===== src/rtl/dt_pkg.sv =====
// Shared types and node-word layout helpers for the decision-tree traversal engine.
// Latency: n/a (package). Backpressure: n/a.
// Contents: FSM state enum, width/offset functions of the engine parameters, field positions.
package dt_pkg;

   typedef enum logic [1:0] {
      S_IDLE  = 2'd0,
      S_FETCH = 2'd1,
      S_EVAL  = 2'd2,
      S_DONE  = 2'd3
   } state_e;

   // Feature-index field is never narrower than one bit, even for a single feature.
   function automatic int fidx_w(input int num_feat);
      return (num_feat > 1) ? $clog2(num_feat) : 1;
   endfunction

   function automatic int depth_w(input int max_depth);
      return $clog2(max_depth + 1);
   endfunction

   function automatic int node_w(input int feat_w, input int num_feat, input int node_aw);
      return 1 + fidx_w(num_feat) + feat_w + 2 * node_aw;
   endfunction

   // Node word packed from the LSB: right child, left child, threshold, feature index, leaf flag.
   localparam int RIGHT_LSB = 0;

   function automatic int left_lsb(input int node_aw);
      return node_aw;
   endfunction

   function automatic int thr_lsb(input int node_aw);
      return 2 * node_aw;
   endfunction

   function automatic int fidx_lsb(input int feat_w, input int node_aw);
      return 2 * node_aw + feat_w;
   endfunction

   // Leaf flag is always the MSB of the node word.
   function automatic int leaf_pos(input int feat_w, input int num_feat, input int node_aw);
      return node_w(feat_w, num_feat, node_aw) - 1;
   endfunction

endpackage


===== src/rtl/dt_traverse_engine_if.sv =====
// Handshake bundle for the traversal engine: feature input, result output, node-table load port.
// Latency: n/a (wires only). Backpressure: in_ready/out_ready valid-ready pairs.
// Modports: slave = engine side, master = host/testbench side.
interface dt_traverse_engine_if
   import dt_pkg::*;
#(
   parameter int FEAT_W    = 8,
   parameter int NUM_FEAT  = 5,
   parameter int NODE_AW   = 6,
   parameter int CLASS_W   = 4,
   parameter int MAX_DEPTH = 16
) ();
   localparam int DEPTH_W = depth_w(MAX_DEPTH);
   localparam int NODE_W  = node_w(FEAT_W, NUM_FEAT, NODE_AW);

   logic                         in_valid;
   logic                         in_ready;
   logic [NUM_FEAT*FEAT_W-1:0]   in_feat;
   logic                         out_valid;
   logic                         out_ready;
   logic [CLASS_W-1:0]           out_class;
   logic [DEPTH_W-1:0]           out_depth;
   logic                         out_err;
   logic                         cfg_we;
   logic [NODE_AW-1:0]           cfg_addr;
   logic [NODE_W-1:0]            cfg_wdata;

   modport slave (
      input  in_valid, in_feat, out_ready, cfg_we, cfg_addr, cfg_wdata,
      output in_ready, out_valid, out_class, out_depth, out_err
   );

   modport master (
      output in_valid, in_feat, out_ready, cfg_we, cfg_addr, cfg_wdata,
      input  in_ready, out_valid, out_class, out_depth, out_err
   );
endinterface


===== src/rtl/dt_node_ram.sv =====
// Node table: single-port, synchronous-read, write-first RAM, no reset on contents.
// Latency: 1 cycle read. Backpressure: none (caller arbitrates the single port).
// Ports: i_clk, i_we, i_addr, i_wdata, o_rdata (write data is forwarded to o_rdata on a write).
module dt_node_ram #(
   parameter int AW = 6,
   parameter int DW = 24
) (
   input  logic          i_clk,
   input  logic          i_we,
   input  logic [AW-1:0] i_addr,
   input  logic [DW-1:0] i_wdata,
   output logic [DW-1:0] o_rdata
);
   logic [DW-1:0] r_mem [2**AW];

   always_ff @(posedge i_clk) begin
      if (i_we) begin
         r_mem[i_addr] <= i_wdata;
         o_rdata       <= i_wdata;
      end else begin
         o_rdata <= r_mem[i_addr];
      end
   end
endmodule


===== src/rtl/dt_traverse_engine.sv =====
// Decision-tree traversal: walks the node table from root 0 to a leaf, returns class/depth/err.
// Latency: 2 cycles per visited node, out_valid from edge T+2N+1 after accept edge T.
// Backpressure: one transaction in flight; in_ready only in IDLE, result held until out_ready.
// Ports: clk, rst_n (async active-low), bus (dt_traverse_engine_if.slave).
// Optional macro DT_TRAVERSE_DEPTH_LIMIT_EN: abort with err once MAX_DEPTH nodes are visited.
module dt_traverse_engine
   import dt_pkg::*;
#(
   parameter int FEAT_W    = 8,
   parameter int NUM_FEAT  = 5,
   parameter int NODE_AW   = 6,
   parameter int CLASS_W   = 4,
   parameter int MAX_DEPTH = 16
) (
   input  logic                 clk,
   input  logic                 rst_n,
   dt_traverse_engine_if.slave  bus
);
   localparam int FIDX_W   = fidx_w(NUM_FEAT);
   localparam int DEPTH_W  = depth_w(MAX_DEPTH);
   localparam int NODE_W   = node_w(FEAT_W, NUM_FEAT, NODE_AW);
   localparam int LEAF_POS = leaf_pos(FEAT_W, NUM_FEAT, NODE_AW);
   localparam int FIDX_LSB = fidx_lsb(FEAT_W, NODE_AW);
   localparam int THR_LSB  = thr_lsb(NODE_AW);
   localparam int LEFT_LSB = left_lsb(NODE_AW);

   state_e                      r_state, w_state_nxt;
   logic [NUM_FEAT*FEAT_W-1:0]  r_feat;
   logic [NODE_AW-1:0]          r_addr;
   logic [DEPTH_W-1:0]          r_depth;
   logic [CLASS_W-1:0]          r_class;
   logic                        r_err;

   logic                        w_accept, w_ram_we;
   logic [NODE_AW-1:0]          w_ram_addr;
   logic [NODE_W-1:0]           w_rdata;
   logic                        w_leaf, w_bad_idx, w_limit, w_fault, w_stop;
   logic [FIDX_W-1:0]           w_fidx;
   logic [FEAT_W-1:0]           w_thr, w_fval;
   logic [NODE_AW-1:0]          w_left, w_right;
   logic [DEPTH_W-1:0]          w_depth_inc;

   assign bus.in_ready  = (r_state == S_IDLE);
   assign bus.out_valid = (r_state == S_DONE);
   assign bus.out_class = r_class;
   assign bus.out_depth = r_depth;
   assign bus.out_err   = r_err;

   assign w_accept = bus.in_valid && (r_state == S_IDLE);

   // The single RAM port belongs to the host in IDLE and to the walker otherwise,
   // so host writes outside IDLE are simply dropped.
   assign w_ram_we   = bus.cfg_we && (r_state == S_IDLE);
   assign w_ram_addr = (r_state == S_IDLE) ? bus.cfg_addr : r_addr;

   dt_node_ram #(.AW(NODE_AW), .DW(NODE_W)) u_ram (
      .i_clk   (clk),
      .i_we    (w_ram_we),
      .i_addr  (w_ram_addr),
      .i_wdata (bus.cfg_wdata),
      .o_rdata (w_rdata)
   );

   assign w_leaf  = w_rdata[LEAF_POS];
   assign w_fidx  = w_rdata[FIDX_LSB +: FIDX_W];
   assign w_thr   = w_rdata[THR_LSB +: FEAT_W];
   assign w_left  = w_rdata[LEFT_LSB +: NODE_AW];
   assign w_right = w_rdata[RIGHT_LSB +: NODE_AW];

   assign w_bad_idx   = 32'(w_fidx) >= 32'(NUM_FEAT);
   assign w_depth_inc = (r_depth == '1) ? r_depth : r_depth + 1'b1;

`ifdef DT_TRAVERSE_DEPTH_LIMIT_EN
   assign w_limit = (w_depth_inc == DEPTH_W'(MAX_DEPTH));
`else
   assign w_limit = 1'b0;
`endif

   // Faults only apply to internal nodes; a leaf always terminates cleanly.
   assign w_fault = !w_leaf && (w_bad_idx || w_limit);
   assign w_stop  = w_leaf || w_fault;

   // Only in-range indices can match, so an out-of-range index leaves w_fval at zero.
   always_comb begin
      w_fval = '0;
      for (int i = 0; i < NUM_FEAT; i++) begin
         if (w_fidx == FIDX_W'(i)) w_fval = r_feat[i*FEAT_W +: FEAT_W];
      end
   end

   always_ff @(posedge clk or negedge rst_n) begin
      if (!rst_n) r_state <= S_IDLE;
      else        r_state <= w_state_nxt;
   end

   always_comb begin
      w_state_nxt = r_state;
      case (r_state)
         S_IDLE:  if (w_accept) w_state_nxt = S_FETCH;
         S_FETCH: w_state_nxt = S_EVAL;
         S_EVAL:  w_state_nxt = w_stop ? S_DONE : S_FETCH;
         S_DONE:  if (bus.out_ready) w_state_nxt = S_IDLE;
         default: w_state_nxt = S_IDLE;
      endcase
   end

   always_ff @(posedge clk or negedge rst_n) begin
      if (!rst_n) begin
         r_feat  <= '0;
         r_addr  <= '0;
         r_depth <= '0;
         r_class <= '0;
         r_err   <= 1'b0;
      end else begin
         if (w_accept) begin
            r_feat  <= bus.in_feat;
            r_addr  <= '0;
            r_depth <= '0;
            r_class <= '0;
            r_err   <= 1'b0;
         end else if (r_state == S_EVAL) begin
            r_depth <= w_depth_inc;
            if (w_leaf) begin
               r_class <= w_rdata[CLASS_W-1:0];
            end else if (w_fault) begin
               r_class <= '0;
               r_err   <= 1'b1;
            end else begin
               // Strictly-less goes left; equal goes right.
               r_addr <= (w_fval < w_thr) ? w_left : w_right;
            end
         end
      end
   end
endmodule


===== src/flat_wrapper.sv =====
// flat-port wrapper written by rule: the top's interface ports become plain ports
module dt_traverse_engine_flat import dt_pkg::*;
#(
   parameter int FEAT_W    = 8,
   parameter int NUM_FEAT  = 5,
   parameter int NODE_AW   = 6,
   parameter int CLASS_W   = 4,
   parameter int MAX_DEPTH = 16
)
  (clk, rst_n, bus_in_valid, bus_in_feat, bus_out_ready, bus_cfg_we, bus_cfg_addr, bus_cfg_wdata, bus_in_ready, bus_out_valid, bus_out_class, bus_out_depth, bus_out_err);
  dt_traverse_engine_if #(.FEAT_W(FEAT_W), .NUM_FEAT(NUM_FEAT), .NODE_AW(NODE_AW), .CLASS_W(CLASS_W), .MAX_DEPTH(MAX_DEPTH)) bus_i ();
  input  logic clk;
  input  logic rst_n;
  input wire logic [$bits(bus_i.in_valid)-1:0] bus_in_valid;
  input wire logic [$bits(bus_i.in_feat)-1:0] bus_in_feat;
  input wire logic [$bits(bus_i.out_ready)-1:0] bus_out_ready;
  input wire logic [$bits(bus_i.cfg_we)-1:0] bus_cfg_we;
  input wire logic [$bits(bus_i.cfg_addr)-1:0] bus_cfg_addr;
  input wire logic [$bits(bus_i.cfg_wdata)-1:0] bus_cfg_wdata;
  output wire logic [$bits(bus_i.in_ready)-1:0] bus_in_ready;
  output wire logic [$bits(bus_i.out_valid)-1:0] bus_out_valid;
  output wire logic [$bits(bus_i.out_class)-1:0] bus_out_class;
  output wire logic [$bits(bus_i.out_depth)-1:0] bus_out_depth;
  output wire logic [$bits(bus_i.out_err)-1:0] bus_out_err;
  assign bus_i.in_valid = bus_in_valid;
  assign bus_i.in_feat = bus_in_feat;
  assign bus_i.out_ready = bus_out_ready;
  assign bus_i.cfg_we = bus_cfg_we;
  assign bus_i.cfg_addr = bus_cfg_addr;
  assign bus_i.cfg_wdata = bus_cfg_wdata;
  assign bus_in_ready = bus_i.in_ready;
  assign bus_out_valid = bus_i.out_valid;
  assign bus_out_class = bus_i.out_class;
  assign bus_out_depth = bus_i.out_depth;
  assign bus_out_err = bus_i.out_err;
  dt_traverse_engine #(.FEAT_W(FEAT_W), .NUM_FEAT(NUM_FEAT), .NODE_AW(NODE_AW), .CLASS_W(CLASS_W), .MAX_DEPTH(MAX_DEPTH)) u_core (.clk(clk), .rst_n(rst_n), .bus(bus_i));
endmodule

===== config.mk =====
export PLATFORM = sky130hd
export DESIGN_NAME = dt_traverse_engine_flat
export DESIGN_NICKNAME = d
export VERILOG_FILES = /design/src/rtl/dt_pkg.sv /design/src/rtl/dt_traverse_engine_if.sv /design/src/rtl/dt_node_ram.sv /design/src/rtl/dt_traverse_engine.sv /design/src/flat_wrapper.sv
export SDC_FILE = /design/constraint.sdc
export NUM_CORES = 1
export LEC_CHECK = 0
export ABC_AREA = 1
export CAP_MARGIN = 30
export CELL_PAD_IN_SITES_DETAIL_PLACEMENT = 1
export CELL_PAD_IN_SITES_GLOBAL_PLACEMENT = 2
export CORE_ASPECT_RATIO = 2
export CORE_MARGIN = 2
export CORE_UTILIZATION = 45
export CTS_BUF_LIST = sky130_fd_sc_hd__clkbuf_16
export CTS_CLUSTER_DIAMETER = 80
export CTS_CLUSTER_SIZE = 24
export DETAILED_ROUTE_END_ITERATION = 6
export PLACE_DENSITY_LB_ADDON = 0.1
export SYNTH_ARGS = -nofsm -noshare
export SYNTH_HDL_FRONTEND = slang
export SYNTH_SLANG_ARGS = --single-unit
export TNS_END_PERCENT = 20

===== constraint.sdc =====
create_clock -name clk -period 5.7 [get_ports clk]
set_input_delay 0.57 -clock clk [delete_from_list [all_inputs] [get_ports clk]]
set_output_delay 0.57 -clock clk [all_outputs]
set_load 0.01 [all_outputs]

### Word-level counts from Yosys, hierarchy flattened

Memory sizes are Yosys's and may differ from the RTL's. A register that Yosys moved wholly into a read port is not among the register bits.
Cells that the tools add are included.

* add/sub/neg operators: 1
* multiply operators: 0
* div/mod/pow operators: 0
* magnitude comparators: 2
* equal/unequal tests: 13
* shift operators: 0
* multiplexer cells: 28
* bitwise operators: 0
* reduce and logical (&&, ||, !) cells: 15

Operators with widths (count)
* 8-bit two-way mux: 5
* 6-bit two-way mux: 6
* 4-bit two-way mux: 4
* 5-bit two-way mux: 3
* 8-bit less-than comparator: 1
* 2-bit by 1-bit != test with 1-bit output (second input constant): 4
* 2-bit case mux with 4 select lines: 1
* 3-bit by 2-bit == test with 1-bit output (second input constant): 2
* 1-bit two-way mux: 6
* 2-bit two-way mux: 3
* 2-bit AND reduction: 3
* 3-bit AND reduction: 2
* 5-bit by 1-bit adder with 5-bit output (second input constant): 1
* 5-bit == test (second input constant): 1
* 2-bit == test (second input constant): 2
* 2-bit nonzero test: 2
* 3-bit by 1-bit == test with 1-bit output (second input constant): 1
* 3-bit == test (second input constant): 1
* 3-bit greater-or-equal comparator (second input constant): 1
* 1-bit logical AND: 3
* 3-bit logical NOT: 1
* 3-bit nonzero test: 1
* 2-bit by 1-bit == test with 1-bit output (second input constant): 1
* 2-bit logical NOT: 1
* 3 further kinds: 3

* register bits: 58
* latch bits: 0
* RAM bits: 1536
* memory bits (read-only): 0
* output and inout bits: 12
* memories kept: 1

Memories
* u_core.u_ram.r_mem: words 64, width 24, rd ports 1, clocked after Yosys merged registers in 1, write ports 1, line dt_node_ram.sv:14 `logic [DW-1:0] r_mem [2**AW];`

### Depth between registers and ports, before layout

* depth after elaboration: 12
* mapped depth: 28
* depth with buffers taken out: 26

### Cells and area by module

Synthesis repeated with hierarchy kept, for this count alone.

* cells, all modules: 5606
* area total of the unflattened synthesis: 65404.0 um2

By module, submodules not included
* dt_node_ram: times used 1, cells an instance 5212, area an instance 62394.8 um2, sequential area each 46244.4 um2
* dt_traverse_engine: times used 1, cells an instance 394, area an instance 3009.1 um2, sequential area each 1451.4 um2

### Worst setup path before layout

No wires, ideal clock.

* kind: register to register
* start: reg u_core.r_state[1]
* end: mem u_core.u_ram.r_mem[48][0], enable pin
* library setup time: 0.466 ns
* data arrival time: 4.220 ns
* path slack: 1.013 ns
* cell stages (with the launch flop): 7
* path buffers: 0
* period minus slack after synthesis: 4.687 ns
* path through: dfrtp_1 > nor2_1 > inv_1 > or2_2 > o21ai_1 > clkinv_1 > nor4_1

* elaborated cells between the ends (all ways): 5
* those cells by class: mux (3); reduce/logical (2)

RTL lines
* start: declaration: line dt_traverse_engine.sv:27 `state_e r_state, w_state_nxt;`
* start signal: assignment: line dt_traverse_engine.sv:93 `else r_state <= w_state_nxt;`
* 2-bit logical NOT
* via bus_in_ready: line flat_wrapper.sv:20 `output wire logic [$bits(bus_i.in_ready)-1:0] bus_in_ready;`
* 6-bit two-way mux: line dt_traverse_engine.sv:54 `assign w_ram_addr = (r_state == S_IDLE) ? bus.cfg_addr : r_addr;`
* via u_core.u_ram.i_addr[0]: line dt_node_ram.sv:10 `input logic [AW-1:0] i_addr,`
* end: declaration: line dt_node_ram.sv:14

The timed path passes the listed nets, and every way through them passes these cells.

==> reports/metrics.yaml <==
status: "finished with violations"
failed_checks: "negative hold slack"
min_period_ns: 4.81
max_freq_mhz: 208
layout-drive-gt1-share_pct: 7.88
ant_nets: 0
drv_slew: 0
postCtsResizedCells: 0
place.gp.congestion: 0.866
synth_fp_nets: 4972
io_pins: 87
ys.flop_type: "edfxtp_1"
report.power.total_uw: 33400
grt_pass1_wl_mm: 302
crit_required_ns: 6.35
dieArea_mm2: 0.145
r2r_slack_ns: 0.89
slowest_stage: "dfxtp_4"
powerDensity_mw_per_mm2: 483
fin_nets: 4982
crit_type: "reg -> reg"
via_per_inst: 6.09
layout_setup_ws_ns: 0.895
htree_levels: 3
die_h_um: 536
cap_violations: 0
routedWlPerCell_um: 30.8
critPathMaxStageDelay_ns: 0.49
avgSynthCellArea_um2: 13.1
grt_pass1_vias: 42818
cts_root_buffer: "clkbuf_16"
clock_latency_ns: 0.72
worst_path_most_repeated_cell: "nand3_1"
path_cells: "inv_16 > buf_4 > o21ai_0 > o22ai_1 > o21ai_0 > o21ai_1 > nand3_1 > nand2_2 > clkinv_1 > nand3_1 > o21ai_0 > a21oi_1 > nand3_1 > ha_1 > a21oi_1 > nor2_1 > a211oi_1 > buf_4 > nand2_2 > nand2_1 > nand3_1 > nand2_1"
post_cts_buffers: 0
hold-worst-slack_ns: -0.0106
worst_pin_slew_ns: 1.08
mappedNetlistArea_mm2: 0.0638
cts_sinks: 1600
cts_buffers: 76
cp-start-kind: "flip-flop"
finalHoldViolCount: 5
cp_max_fo: 158
ir_worst_vdd_v: 0.000331
drc_errors: 0
die_w_um: 270
setup_tns_ns: 0
grt_use_total_pct: 28.7
rsz0062_at_grt: "false"
overflow: 0
worstPathArrival_ns: 5.45
setup_viol: 0
dr.pass1.iters: 5
yosysUniqueCellTypes: 48
start_util_pct: 45.2
final_util_pct: 49.0
portBuffers: 86
cts_tree: "built"
nFillCells: 14411
yosysWarnings: 0
synth_cells: 4888
cts_max_path_buffers: 3
crit_buf_inv: 4
synth_edf_count: 1536
dp_hpwl_mm: 121
grt_max_degree: 159
p_leak_uw: 0.0225
drt_iter0_drc: 3706
fin_crit_sh_pct: 84.3
core_region_area_mm2: 0.141
drt-total-wl_mm: 210
critical_path.top_delay_family: "compound AO/OA/AOI/OAI gates"
finalClockSkew_ns: 0.0189
num_rows: 195
pre_cts_slack_ns: 1.03
antenna_found_initial: 8
synthArstFlopShare_pct: 3.62
path_clk_slew_ns: 0.10
vias: 41438
ys_seq_area_share_pct: 74.8
hold_class: "in -> async"
cp-end-kind: "flip-flop"
syn_to_final_growth_pct: 8.30
slew-limit-headroom_pct: 27.5
synth-seq-cells: 1600
cts_hold_buffers: 0
worst paths after layout:
| kind | start | to | cells past startpoint |
|---|---|---|---|
| setup reg to reg | flip-flop | u_core.r_addr[2] | 22 |
| setup / recovery | flip-flop | u_core.r_addr[2] | 22 |
| hold reg to reg | u_core.r_feat[31] | u_core.r_feat[31] | 2 |
| max in group asynchronous | rst_n | u_core.bus.out_depth[4] | 2 |
| min in group clk | bus_in_feat[3] | u_core.r_feat[3] | 3 |
| hold / removal | rst_n | u_core.r_feat[3] | 2 |
layout make-up:
class                   count  area (um2)  area share (%)
flip-flops and latches   1600       47700            69.1
inverters                  55         239           0.346
clock inverters            38         158           0.228
multi-input cells        2889       14400            20.8
clock buffers              77        1930            2.79
well taps                1871        2340            3.39
diodes                      2        5.00         0.00724
repair buffers            276        2320            3.36
through the flow:
step | instances | cell area, um2
2_1_floorplan | 4888 | 63800
3_3_place_gp | 6688 | 67000
3_5_place_dp | 6689 | 67000
4_1_cts | 6804 | 69100
5_1_grt | 6807 | 69100
6_report | 6808 | 69100
placed cells by master, fill, tap and decap left out, types with 26 or more instances in the layout:
master	netlist	final
a21oi_1	201	201
a221oi_1	59	59
a32o_1	58	58
buf_2	97	26
buf_4	68	175
clkbuf_16	0	77
clkdlybuf4s50_1	0	61
dfrtp_1	58	58
edfxtp_1	1536	1536
inv_1	49	81
nand2_1	781	781
nand3_1	256	256
nor2_1	582	526
nor2_4	1	37
o21ai_0	571	571
o221ai_1	35	35
o22ai_1	228	228
cells in the mapped netlist (7+ instances only):
library cell,instances,area [um2]
buf_6,25,282
buf_4,68,510
clkbuf_1,151,567
o32ai_1,13,114
o211ai_1,15,113
o221ai_1,35,307
nand2_1,781,2930
inv_1,49,184
nor4_1,7,43.8
nor2_1,582,2180
ha_1,9,113
o21ai_0,571,2860
nand4_1,7,43.8
nand3_1,256,1280
o21ai_1,18,90.1
dfrtp_1,58,1450
a21oi_1,201,1010
a32o_1,58,581
buf_2,97,485
edfxtp_1,1536,46100
a221oi_1,59,517
o22ai_1,228,1430
logic make-up (layout without fill, tap and decap cells):
logic type	count (synthesis)	count (layout)	synth area share [%]
other	0	2	0
adders and majority gates	9	9	0.177
DFF	1600	1600	74.8
and+or+nand+nor	1650	1650	10.3
AOI/OAI and AO/OA	1229	1229	11.4
muxes	1	1	0.0157
buffers and inverters	399	446	3.27
flip-flops by register name, indices dropped and copies added (netlist names), named ones only:
register	cells
u_core.r_state	2
u_core.bus.out_class	4
u_core.r_feat	40
u_core.u_ram.r_mem	1536
u_core.r_addr	6
u_core.bus.out_depth	5
u_core.bus.out_err	1
per-layer routing:
metal	global-route usage (%)	routed length, um
met1	34.8	80000
met2	51.7	109000
met4	12.8	10100
met3	2.98	10700
met5	0	12
where the power goes:
part / internal, uW / switching, uW
logic: 3670 / 9920
clock network: 2470 / 3660
registers: 13300 / 363
total: 19400 / 13900
Power figures use the tool's default switching activity.
